$ cat src/rtl/fmc_pkg.sv
// Shared types and constants for the FMC register-bank controller.
package fmc_pkg;

  localparam int          REG_DEPTH = 64;
  localparam int          AW        = $clog2(REG_DEPTH);
  localparam logic [15:0] OOR_RDATA = 16'hDEAD;

  typedef enum logic [2:0] {
    IDLE,
    FMC_WR,
    FMC_RD,
    FMC_RDLAT,
    INT_WR,
    INT_RD,
    INT_RDLAT
  } state_e;

endpackage

$ cat src/rtl/fmc_strobe_sync.sv
// Multi-flop synchronizer plus edge detector for one active-low FMC strobe.
// Flops reset to the idle (high) level so leaving reset never looks like an edge.
module fmc_strobe_sync #(
  parameter int SYNC_STG = 2
) (
  input  logic clk_i,
  input  logic rst_i,
  input  logic strb_i,
  output logic sync_o,
  output logic rise_o,
  output logic fall_o
);

  logic [SYNC_STG-1:0] sync_q, sync_d;
  logic                prev_q, prev_d;

  always_comb begin
    sync_d = SYNC_STG'({sync_q, strb_i});
    prev_d = sync_q[SYNC_STG-1];
  end

  always_ff @(posedge clk_i) begin
    if (rst_i) begin
      sync_q <= '1;
      prev_q <= 1'b1;
    end else begin
      sync_q <= sync_d;
      prev_q <= prev_d;
    end
  end

  assign sync_o = sync_q[SYNC_STG-1];
  assign rise_o = sync_o & ~prev_q;
  assign fall_o = ~sync_o & prev_q;

endmodule

$ cat src/rtl/fmc_bus_ctrl.sv
// Arbitrates an asynchronous FMC host and an internal master onto one register bank.
// Optional FMC_ADDR_CHECK_EN: reject FMC addresses >= REG_DEPTH and count them.
module fmc_bus_ctrl #(
  parameter int REG_DEPTH = fmc_pkg::REG_DEPTH,
  parameter int AW        = fmc_pkg::AW,
  parameter int SYNC_STG  = 2
) (
  input  logic          clk_i,
  input  logic          rst_i,
  input  logic          fmc_ne_i,
  input  logic          fmc_noe_i,
  input  logic          fmc_nwe_i,
  input  logic [24:0]   fmc_addr_i,
  input  logic [15:0]   fmc_data_i,
  output logic [15:0]   fmc_data_o,
  output logic          fmc_data_oe_o,
  input  logic          int_req_i,
  input  logic          int_we_i,
  input  logic [AW-1:0] int_addr_i,
  input  logic [15:0]   int_wdata_i,
  output logic          int_gnt_o,
  output logic [15:0]   int_rdata_o,
  output logic          int_rvalid_o,
  output logic          ram_en_o,
  output logic          ram_we_o,
  output logic [AW-1:0] ram_addr_o,
  output logic [15:0]   ram_wdata_o,
  input  logic [15:0]   ram_rdata_i,
  output logic [15:0]   err_cnt_o
);
  import fmc_pkg::*;

  logic ne_s, noe_s, nwe_s, noe_fall, nwe_rise;
  logic unused_ne_rise, unused_ne_fall, unused_noe_rise, unused_nwe_fall;

  fmc_strobe_sync #(.SYNC_STG(SYNC_STG)) u_ne_sync (
    .clk_i(clk_i), .rst_i(rst_i), .strb_i(fmc_ne_i),
    .sync_o(ne_s), .rise_o(unused_ne_rise), .fall_o(unused_ne_fall));

  fmc_strobe_sync #(.SYNC_STG(SYNC_STG)) u_noe_sync (
    .clk_i(clk_i), .rst_i(rst_i), .strb_i(fmc_noe_i),
    .sync_o(noe_s), .rise_o(unused_noe_rise), .fall_o(noe_fall));

  fmc_strobe_sync #(.SYNC_STG(SYNC_STG)) u_nwe_sync (
    .clk_i(clk_i), .rst_i(rst_i), .strb_i(fmc_nwe_i),
    .sync_o(nwe_s), .rise_o(nwe_rise), .fall_o(unused_nwe_fall));

  logic wr_ev, rd_ev, addr_oor;
  assign wr_ev = nwe_rise & ~ne_s;
  assign rd_ev = noe_fall & ~ne_s;

  state_e state_q, state_d;

  logic          wr_pend_q, wr_pend_d, rd_pend_q, rd_pend_d;
  logic          wr_oor_q, wr_oor_d, rd_oor_q, rd_oor_d;
  logic [AW-1:0] wr_addr_q, wr_addr_d, rd_addr_q, rd_addr_d;
  logic [15:0]   wr_data_q, wr_data_d;
  logic [15:0]   fmc_data_q, fmc_data_d, int_rdata_q, int_rdata_d;
  logic          oe_q, oe_d, int_rvalid_q, int_rvalid_d;
  logic          oe_allow;

  // Read data may only be driven while the host is still reading and not writing.
  assign oe_allow = ~noe_s & ~ne_s & nwe_s;

  // Pending slots: a new event in the drain cycle wins over the clear.
  always_comb begin
    wr_pend_d = wr_pend_q;
    wr_addr_d = wr_addr_q;
    wr_data_d = wr_data_q;
    wr_oor_d  = wr_oor_q;
    rd_pend_d = rd_pend_q;
    rd_addr_d = rd_addr_q;
    rd_oor_d  = rd_oor_q;
    if (state_q == FMC_WR)    wr_pend_d = 1'b0;
    if (state_q == FMC_RDLAT) rd_pend_d = 1'b0;
    if (wr_ev) begin
      wr_pend_d = 1'b1;
      wr_addr_d = fmc_addr_i[AW-1:0];
      wr_data_d = fmc_data_i;
      wr_oor_d  = addr_oor;
    end
    if (rd_ev) begin
      rd_pend_d = 1'b1;
      rd_addr_d = fmc_addr_i[AW-1:0];
      rd_oor_d  = addr_oor;
    end
  end

  always_ff @(posedge clk_i) begin
    if (rst_i) state_q <= IDLE;
    else       state_q <= state_d;
  end

  always_comb begin
    state_d = state_q;
    case (state_q)
      IDLE: begin
        if (wr_pend_q)      state_d = FMC_WR;
        else if (rd_pend_q) state_d = FMC_RD;
        else if (int_req_i) state_d = int_we_i ? INT_WR : INT_RD;
      end
      FMC_RD:  state_d = FMC_RDLAT;
      INT_RD:  state_d = INT_RDLAT;
      default: state_d = IDLE;
    endcase
  end

  always_comb begin
    ram_en_o    = 1'b0;
    ram_we_o    = 1'b0;
    ram_addr_o  = '0;
    ram_wdata_o = '0;
    int_gnt_o   = 1'b0;
    case (state_q)
      FMC_WR: begin
        ram_en_o    = ~wr_oor_q;
        ram_we_o    = ~wr_oor_q;
        ram_addr_o  = wr_addr_q;
        ram_wdata_o = wr_data_q;
      end
      FMC_RD: begin
        ram_en_o   = ~rd_oor_q;
        ram_addr_o = rd_addr_q;
      end
      INT_WR: begin
        ram_en_o    = 1'b1;
        ram_we_o    = 1'b1;
        ram_addr_o  = int_addr_i;
        ram_wdata_o = int_wdata_i;
        int_gnt_o   = 1'b1;
      end
      INT_RD: begin
        ram_en_o   = 1'b1;
        ram_addr_o = int_addr_i;
        int_gnt_o  = 1'b1;
      end
      default: ;
    endcase
  end

  // Read results are registered, so a reset in a *_RDLAT cycle suppresses them.
  always_comb begin
    fmc_data_d   = fmc_data_q;
    oe_d         = oe_q & oe_allow;
    int_rdata_d  = int_rdata_q;
    int_rvalid_d = 1'b0;
    if (state_q == FMC_RDLAT) begin
      fmc_data_d = rd_oor_q ? OOR_RDATA : ram_rdata_i;
      oe_d       = oe_allow;
    end
    if (state_q == INT_RDLAT) begin
      int_rdata_d  = ram_rdata_i;
      int_rvalid_d = 1'b1;
    end
  end

  always_ff @(posedge clk_i) begin
    if (rst_i) begin
      wr_pend_q    <= 1'b0;
      wr_addr_q    <= '0;
      wr_data_q    <= '0;
      wr_oor_q     <= 1'b0;
      rd_pend_q    <= 1'b0;
      rd_addr_q    <= '0;
      rd_oor_q     <= 1'b0;
      fmc_data_q   <= '0;
      oe_q         <= 1'b0;
      int_rdata_q  <= '0;
      int_rvalid_q <= 1'b0;
    end else begin
      wr_pend_q    <= wr_pend_d;
      wr_addr_q    <= wr_addr_d;
      wr_data_q    <= wr_data_d;
      wr_oor_q     <= wr_oor_d;
      rd_pend_q    <= rd_pend_d;
      rd_addr_q    <= rd_addr_d;
      rd_oor_q     <= rd_oor_d;
      fmc_data_q   <= fmc_data_d;
      oe_q         <= oe_d;
      int_rdata_q  <= int_rdata_d;
      int_rvalid_q <= int_rvalid_d;
    end
  end

  assign fmc_data_o    = fmc_data_q;
  assign fmc_data_oe_o = oe_q & oe_allow;
  assign int_rdata_o   = int_rdata_q;
  assign int_rvalid_o  = int_rvalid_q;

`ifdef FMC_ADDR_CHECK_EN
  logic [15:0] err_cnt_q, err_cnt_d;

  assign addr_oor = ({7'd0, fmc_addr_i} >= 32'(REG_DEPTH));

  // One count per rejected access, taken in the cycle that would have used the bank.
  always_comb begin
    err_cnt_d = err_cnt_q;
    if (((state_q == FMC_WR) && wr_oor_q) || ((state_q == FMC_RDLAT) && rd_oor_q))
      if (err_cnt_q != 16'hFFFF) err_cnt_d = err_cnt_q + 16'd1;
  end

  always_ff @(posedge clk_i) begin
    if (rst_i) err_cnt_q <= '0;
    else       err_cnt_q <= err_cnt_d;
  end

  assign err_cnt_o = err_cnt_q;
`else
  logic unused_addr_hi;
  assign addr_oor       = 1'b0;
  assign err_cnt_o      = '0;
  assign unused_addr_hi = ^{fmc_addr_i[24:AW], REG_DEPTH[0]};
`endif

endmodule

$ cat config.mk
export PLATFORM = sky130hd
export DESIGN_NAME = fmc_bus_ctrl
export DESIGN_NICKNAME = d
export VERILOG_FILES = /design/src/rtl/fmc_pkg.sv /design/src/rtl/fmc_strobe_sync.sv /design/src/rtl/fmc_bus_ctrl.sv
export SDC_FILE = /design/constraint.sdc
export NUM_CORES = 1
export LEC_CHECK = 0
export BUFFER_PORTS_ARGS = -buffer_cell sky130_fd_sc_hd__buf_2
export CORE_MARGIN = 2
export CORE_UTILIZATION = 48
export DETAILED_ROUTE_END_ITERATION = 10
export GPL_ROUTABILITY_DRIVEN = 0
export PLACE_DENSITY = 0.84
export SYNTH_ARGS = -nofsm -noshare
export SYNTH_HDL_FRONTEND = slang
export SYNTH_SLANG_ARGS = --single-unit
$ cat constraint.sdc
create_clock -name clk_i -period 3.2 [get_ports clk_i]
set_input_delay 0.32 -clock clk_i [delete_from_list [all_inputs] [get_ports clk_i]]
set_output_delay 0.32 -clock clk_i [all_outputs]
set_load 0.02 [all_outputs]
==> results of run 1 <==
[critical path: stages, from the launching register on]
cell and delay (ps):
dfxtp_1 730, nor2b_4 260, and2b_1 490, a22o_1 210, buf_2 160
[cells in the final DEF, fill, tap and decap left out, drive strengths merged, types with 4 or more instances in the layout]
cell type,Yosys,layout
clkbuf,12,9
nand2,114,114
nor3b,4,4
conb,1,16
or2,9,9
nor2,11,11
a22oi,6,6
mux2i,6,6
buf,32,128
a21oi,56,56
a22o,16,16
o21ai,7,7
dfxtp,75,75
[sequential cells by signal, indices dropped and copies added (netlist names)]
name,flops
fmc_data_o,16
int_rdata_o,16
wr_data_q,16
rd_addr_q,6
wr_addr_q,6
state_q,3
u_ne_sync.sync_q,2
u_noe_sync.sync_q,2
u_nwe_sync.sync_q,2
int_rvalid_o,1
oe_q,1
rd_pend_q,1
u_noe_sync.prev_q,1
u_nwe_sync.prev_q,1
wr_pend_q,1
[where the power goes]
part           internal (mW)  switching [mW]
combinational         0.0692           0.103
clock                  0.436           0.354
sequential             0.942          0.0130
total                   1.45           0.469
[worst paths after layout]
check,start,to,depth (start not counted)
worst max-delay path,state_q[2],ram_wdata_o[5],4
worst min-delay path,fmc_nwe_i,u_nwe_sync.sync_q[0],2
worst max register to register,state_q[1],oe_q,3
worst min register to register,u_nwe_sync.sync_q[0],u_nwe_sync.sync_q[1],1
[kinds of logic (layout without fill, tap and decap cells)]
| group | Yosys count | in the layout | share of synthesized area |
|---|---|---|---|
| other | 1 | 16 | 0.00122 |
| buffers and inverters | 44 | 144 | 0.0883 |
| XOR/XNOR | 1 | 1 | 0.00285 |
| flip-flops | 75 | 75 | 0.488 |
| AO/OA/AOI/OAI | 88 | 88 | 0.172 |
| multiplexers | 6 | 6 | 0.0195 |
| AND/OR/NAND/NOR | 154 | 154 | 0.228 |
[layout make-up]
class / count / area, µm² / area share
Sequential cell: 75 / 1500 / 0.393
Timing Repair Buffer: 128 / 648 / 0.170
Multi-Input combinational cell: 265 / 1360 / 0.355
Tap cell: 77 / 96.3 / 0.0252
Clock inverter: 7 / 92.6 / 0.0242
Clock buffer: 9 / 124 / 0.0324
[per-layer routing]
metal,share of wire,vias up,wire length [µm]
li1,-,1410,-
met1,0.43,1281,3070
met2,0.48,103,3440
met3,0.083,10,597
met4,0.014,0,99
met5,0,-,0
==> flow_metrics.tcl, run 1 <==
set metrics [dict create \
    status "finished, final reports clean" \
    syn-cell-area_um2 3070 \
    vdd_drop_max_mv 0.409 \
    rows 29 \
    fp.coreArea_um2 6280 \
    yosys_warnings 0 \
    p_per_area_nw_per_um2 502 \
    route.antenna.remaining_nets 0 \
    synth_edf_count 0 \
    synth_seq_cells 75 \
    pre_cts_ws_ps 1050 \
    synthFlopType "dfxtp_1" \
    cp-start-kind "register" \
    grt_pass1_wl_um 11800 \
    area_growth_pct 24.3 \
    synth_top_area_cell "dfxtp_1" \
    fin_setup_tns_ps 0 \
    syn-mean-instance-area_um2 8.33 \
    hp-class "in2reg" \
    report.final.slew_viol_count 0 \
    power_mw 1.92 \
    post-cts-setup-buffers 0 \
    post_cts_hold_buffer_count 0 \
    post-route-period-util 0.791 \
    ios 161 \
    cap_violations 0 \
    synth_top_area_frac 0.488 \
    grt_remaining_overflow 0 \
    fillers 557 \
    synth_cell_types 34 \
    clk_latency_ps 350 \
    totalWireLength_um 7210 \
    p_leak_nw 1.65 \
    die-area_um2 7060 \
    yosysMostFrequentCell "nand2_1" \
    ff2ff_setup_slack_ps 1200 \
    path_class "reg2out" \
    htreeDepth 3 \
    portBuffers 125 \
    slew_headroom 0.447 \
    dieHeight_um 84.0 \
    met2_usage 0.346 \
    clockRootBuffer "clkbuf_8" \
    skew_ps 10.1 \
    crit_path_end_kind "output port" \
    cts.sinks 75 \
    timing.hold.ws_ps 149 \
    setup_slack_ps 669 \
    instances_no_fill 561 \
    postPlaceCellArea_um2 3600 \
    postLayoutCoreUtil 0.609 \
    finalSetupViolations 0 \
    wl_per_cell_um 12.8 \
    fmax_ghz 0.395 \
    antenna_found_initial 0 \
    dp_cells 545 \
    antenna_cells 0 \
    syn-instance-count 369 \
    hold_viol_final 0 \
    dp_hpwl_um 4890 \
    grt_use_total 0.205 \
    synthTopCellsByArea "dfxtp_1 49%, nand2_1 14%, a21oi_1 9.1%, buf_4 5.1%, a22o_1 4.6%" \
    grt.met3_usage 0.0702 \
    stdcell_area_um2 3820 \
    start_util 0.490 \
    cts_resized 0 \
    cts_tree "done" \
    drc 0 \
    synth_common_cells "114 x nand2_1, 75 x dfxtp_1, 56 x a21oi_1, 21 x buf_4, 16 x a22o_1" \
    ys_seq_area_frac 0.488 \
    arrival_ps 2210 \
    grt_busiest_layer "met2" \
    initialDrtViolationCount 103 \
    dr_total_vias 2804 \
    grt_pass1_vias 2656 \
    die_x_um 84.0 \
    async_reset_ff_frac 0 \
    rsz0062_at_grt "no" \
    path_clk_slew_ps 80 \
    clockBufferDepth 2 \
    cp_max_fo 18 \
    worst_pin_slew_ps 829 \
    cts_buffers 9 \
    grt_use_met1 0.240 \
    drive_above_1_share 0.326 \
    worstPathRequired_ps 2880 \
    via_per_inst 5.00 \
    dr.pass1.iters 6 \
    fin_nets 565 \
    finalCriticalPeriod_ps 2530 \
    grt_max_degree 47 \
]
No activity file was read; power rests on OpenSTA's default activity.
==> run 2: changes to the inputs <==
CORE_UTILIZATION = 41   (was 48)
PLACE_DENSITY = 0.77   (was 0.84)
clock period = 2.3 ns   (was 3.2 ns; I/O delays follow)
==> flow_metrics.tcl, run 2 (same netlist as run 1, synthesis figures left out) <==
set metrics [dict create \
    stdcell_area_um2 3890 \
    report.final.slew_viol_count 0 \
    crit_buf_inv 1 \
    cts.sinks 75 \
    antenna_found_initial 0 \
    path_delay_family "simple AND/OR/NAND/NOR gates" \
    p_per_area_nw_per_um2 685 \
    grt_use_total 0.173 \
    wl_met2_um 3560 \
    finalCriticalPeriod_ps 2110 \
    crit_chain "nor2b_4 > and2b_1 > or2_2 > buf_2" \
    totalWireLength_um 7380 \
    die-area_um2 8210 \
    post-cts-setup-buffers 0 \
    clk_latency_ps 330 \
    vdd_drop_max_mv 0.307 \
    hold_viol_final 0 \
    slew_headroom 0.480 \
    p_leak_nw 1.69 \
    antenna_cells 0 \
    cp_slowest_cell "dfxtp_1" \
    rsz0062_at_grt "no" \
    post_cts_hold_buffer_count 0 \
    dieHeight_um 90.6 \
    clockBufferDepth 2 \
    skew_ps 9.71 \
    wl_per_cell_um 12.6 \
    rows 31 \
    htreeDepth 3 \
    crit_path_end_kind "output port" \
    dp_hpwl_um 5220 \
    met1Wirelength_um 3060 \
    dr.pass1.iters 4 \
    status "finished, final reports clean" \
    finalSetupViolations 0 \
    hp-class "in2reg" \
    path_class "reg2out" \
    grt_remaining_overflow 0 \
    cp-start-kind "register" \
    cts_tree "done" \
    arrival_ps 1880 \
    dr_total_vias 2850 \
    start_util 0.424 \
    postPlaceCellArea_um2 3670 \
    cap_violations 0 \
    post-route-period-util 0.916 \
    fmax_ghz 0.475 \
    final_common_cell "buf_2" \
    drc 0 \
    worstPathRequired_ps 2070 \
    grt_pass1_wl_um 11700 \
    fin_nets 570 \
    fin_setup_tns_ps 0 \
    top_layer "met4" \
    grt_max_degree 45 \
    ios 161 \
    wl_met3_um 668 \
    drive_above_1_share 0.331 \
    via_per_inst 4.85 \
    layout_common_cells "125 x buf_2, 114 x nand2_1, 75 x dfxtp_1" \
    cp_max_fo 17 \
    route.antenna.remaining_nets 0 \
    initialDrtViolationCount 133 \
    worst_pin_slew_ps 780 \
    cpPeakStageDelay_ps 630 \
    clockRootBuffer "clkbuf_8" \
    die_x_um 90.6 \
    cts_buffers 9 \
    portBuffers 125 \
    fp.coreArea_um2 7250 \
    area_growth_pct 26.6 \
    grt_pass1_vias 2593 \
    path_clk_slew_ps 80 \
]
==> run 2: cell types whose count changed in the layout (fill, tap and decap cells not counted), sizes merged <==
cell      before  now
clkbuf         9   12
clkinvlp       3    0
buf          128  133
==> run 2: layer usage <==
metal  track usage  vias up
li1              -     1423
met1         0.196     1303
met2         0.304      115
met3        0.0576        9
met4        0.0603        0
met5             0        -
==> run 2: timing repair <==
item,in CTS,in global routing
hold endpoints to repair,0,0
gates resized for setup,0,1
setup endpoints to repair,0,4
==> run 2: metrics by stage <==
stage	utilization	hold slack, ps	setup WS (ps)	instances	power [mW]
floorplan	-	334	746	384	1.53
global placement	0.506	398	532	572	1.60
detailed placement	0.506	394	507	572	1.60
CTS	0.536	59.7	139	588	2.70
global route	0.537	55.0	48.4	588	2.78
finish	0.537	78.7	194	588	2.67
==> run 2: worst paths after layout <==
check / depth (start not counted) / slack (ps) / startpoint / end
worst min register to register: 1 / 410 / u_ne_sync.sync_q[0] / u_ne_sync.sync_q[1]
worst max register to register: 3 / 560 / state_q[1] / rd_pend_q
worst min-delay path: 2 / 80 / fmc_noe_i / u_noe_sync.sync_q[0]
worst max-delay path: 4 / 190 / state_q[1] / ram_we_o
==> run 2: area by class of cell <==
| cell class | instances | area (µm²) |
|---|---|---|
| Tap cell | 99 | 124 |
| Multi-Input combinational cell | 265 | 1360 |
| Sequential cell | 75 | 1500 |
| Clock inverter | 4 | 73.8 |
| Clock buffer | 12 | 145 |
| Fill cell | 697 | 3360 |
| Timing Repair Buffer | 133 | 686 |
==> run 2: power breakdown <==
part,total [mW],internal [mW],switching (mW)
logic,0.252,0.101,0.150
registers,1.32,1.31,0.0114
clock network,1.09,0.642,0.452
total,2.67,2.05,0.614
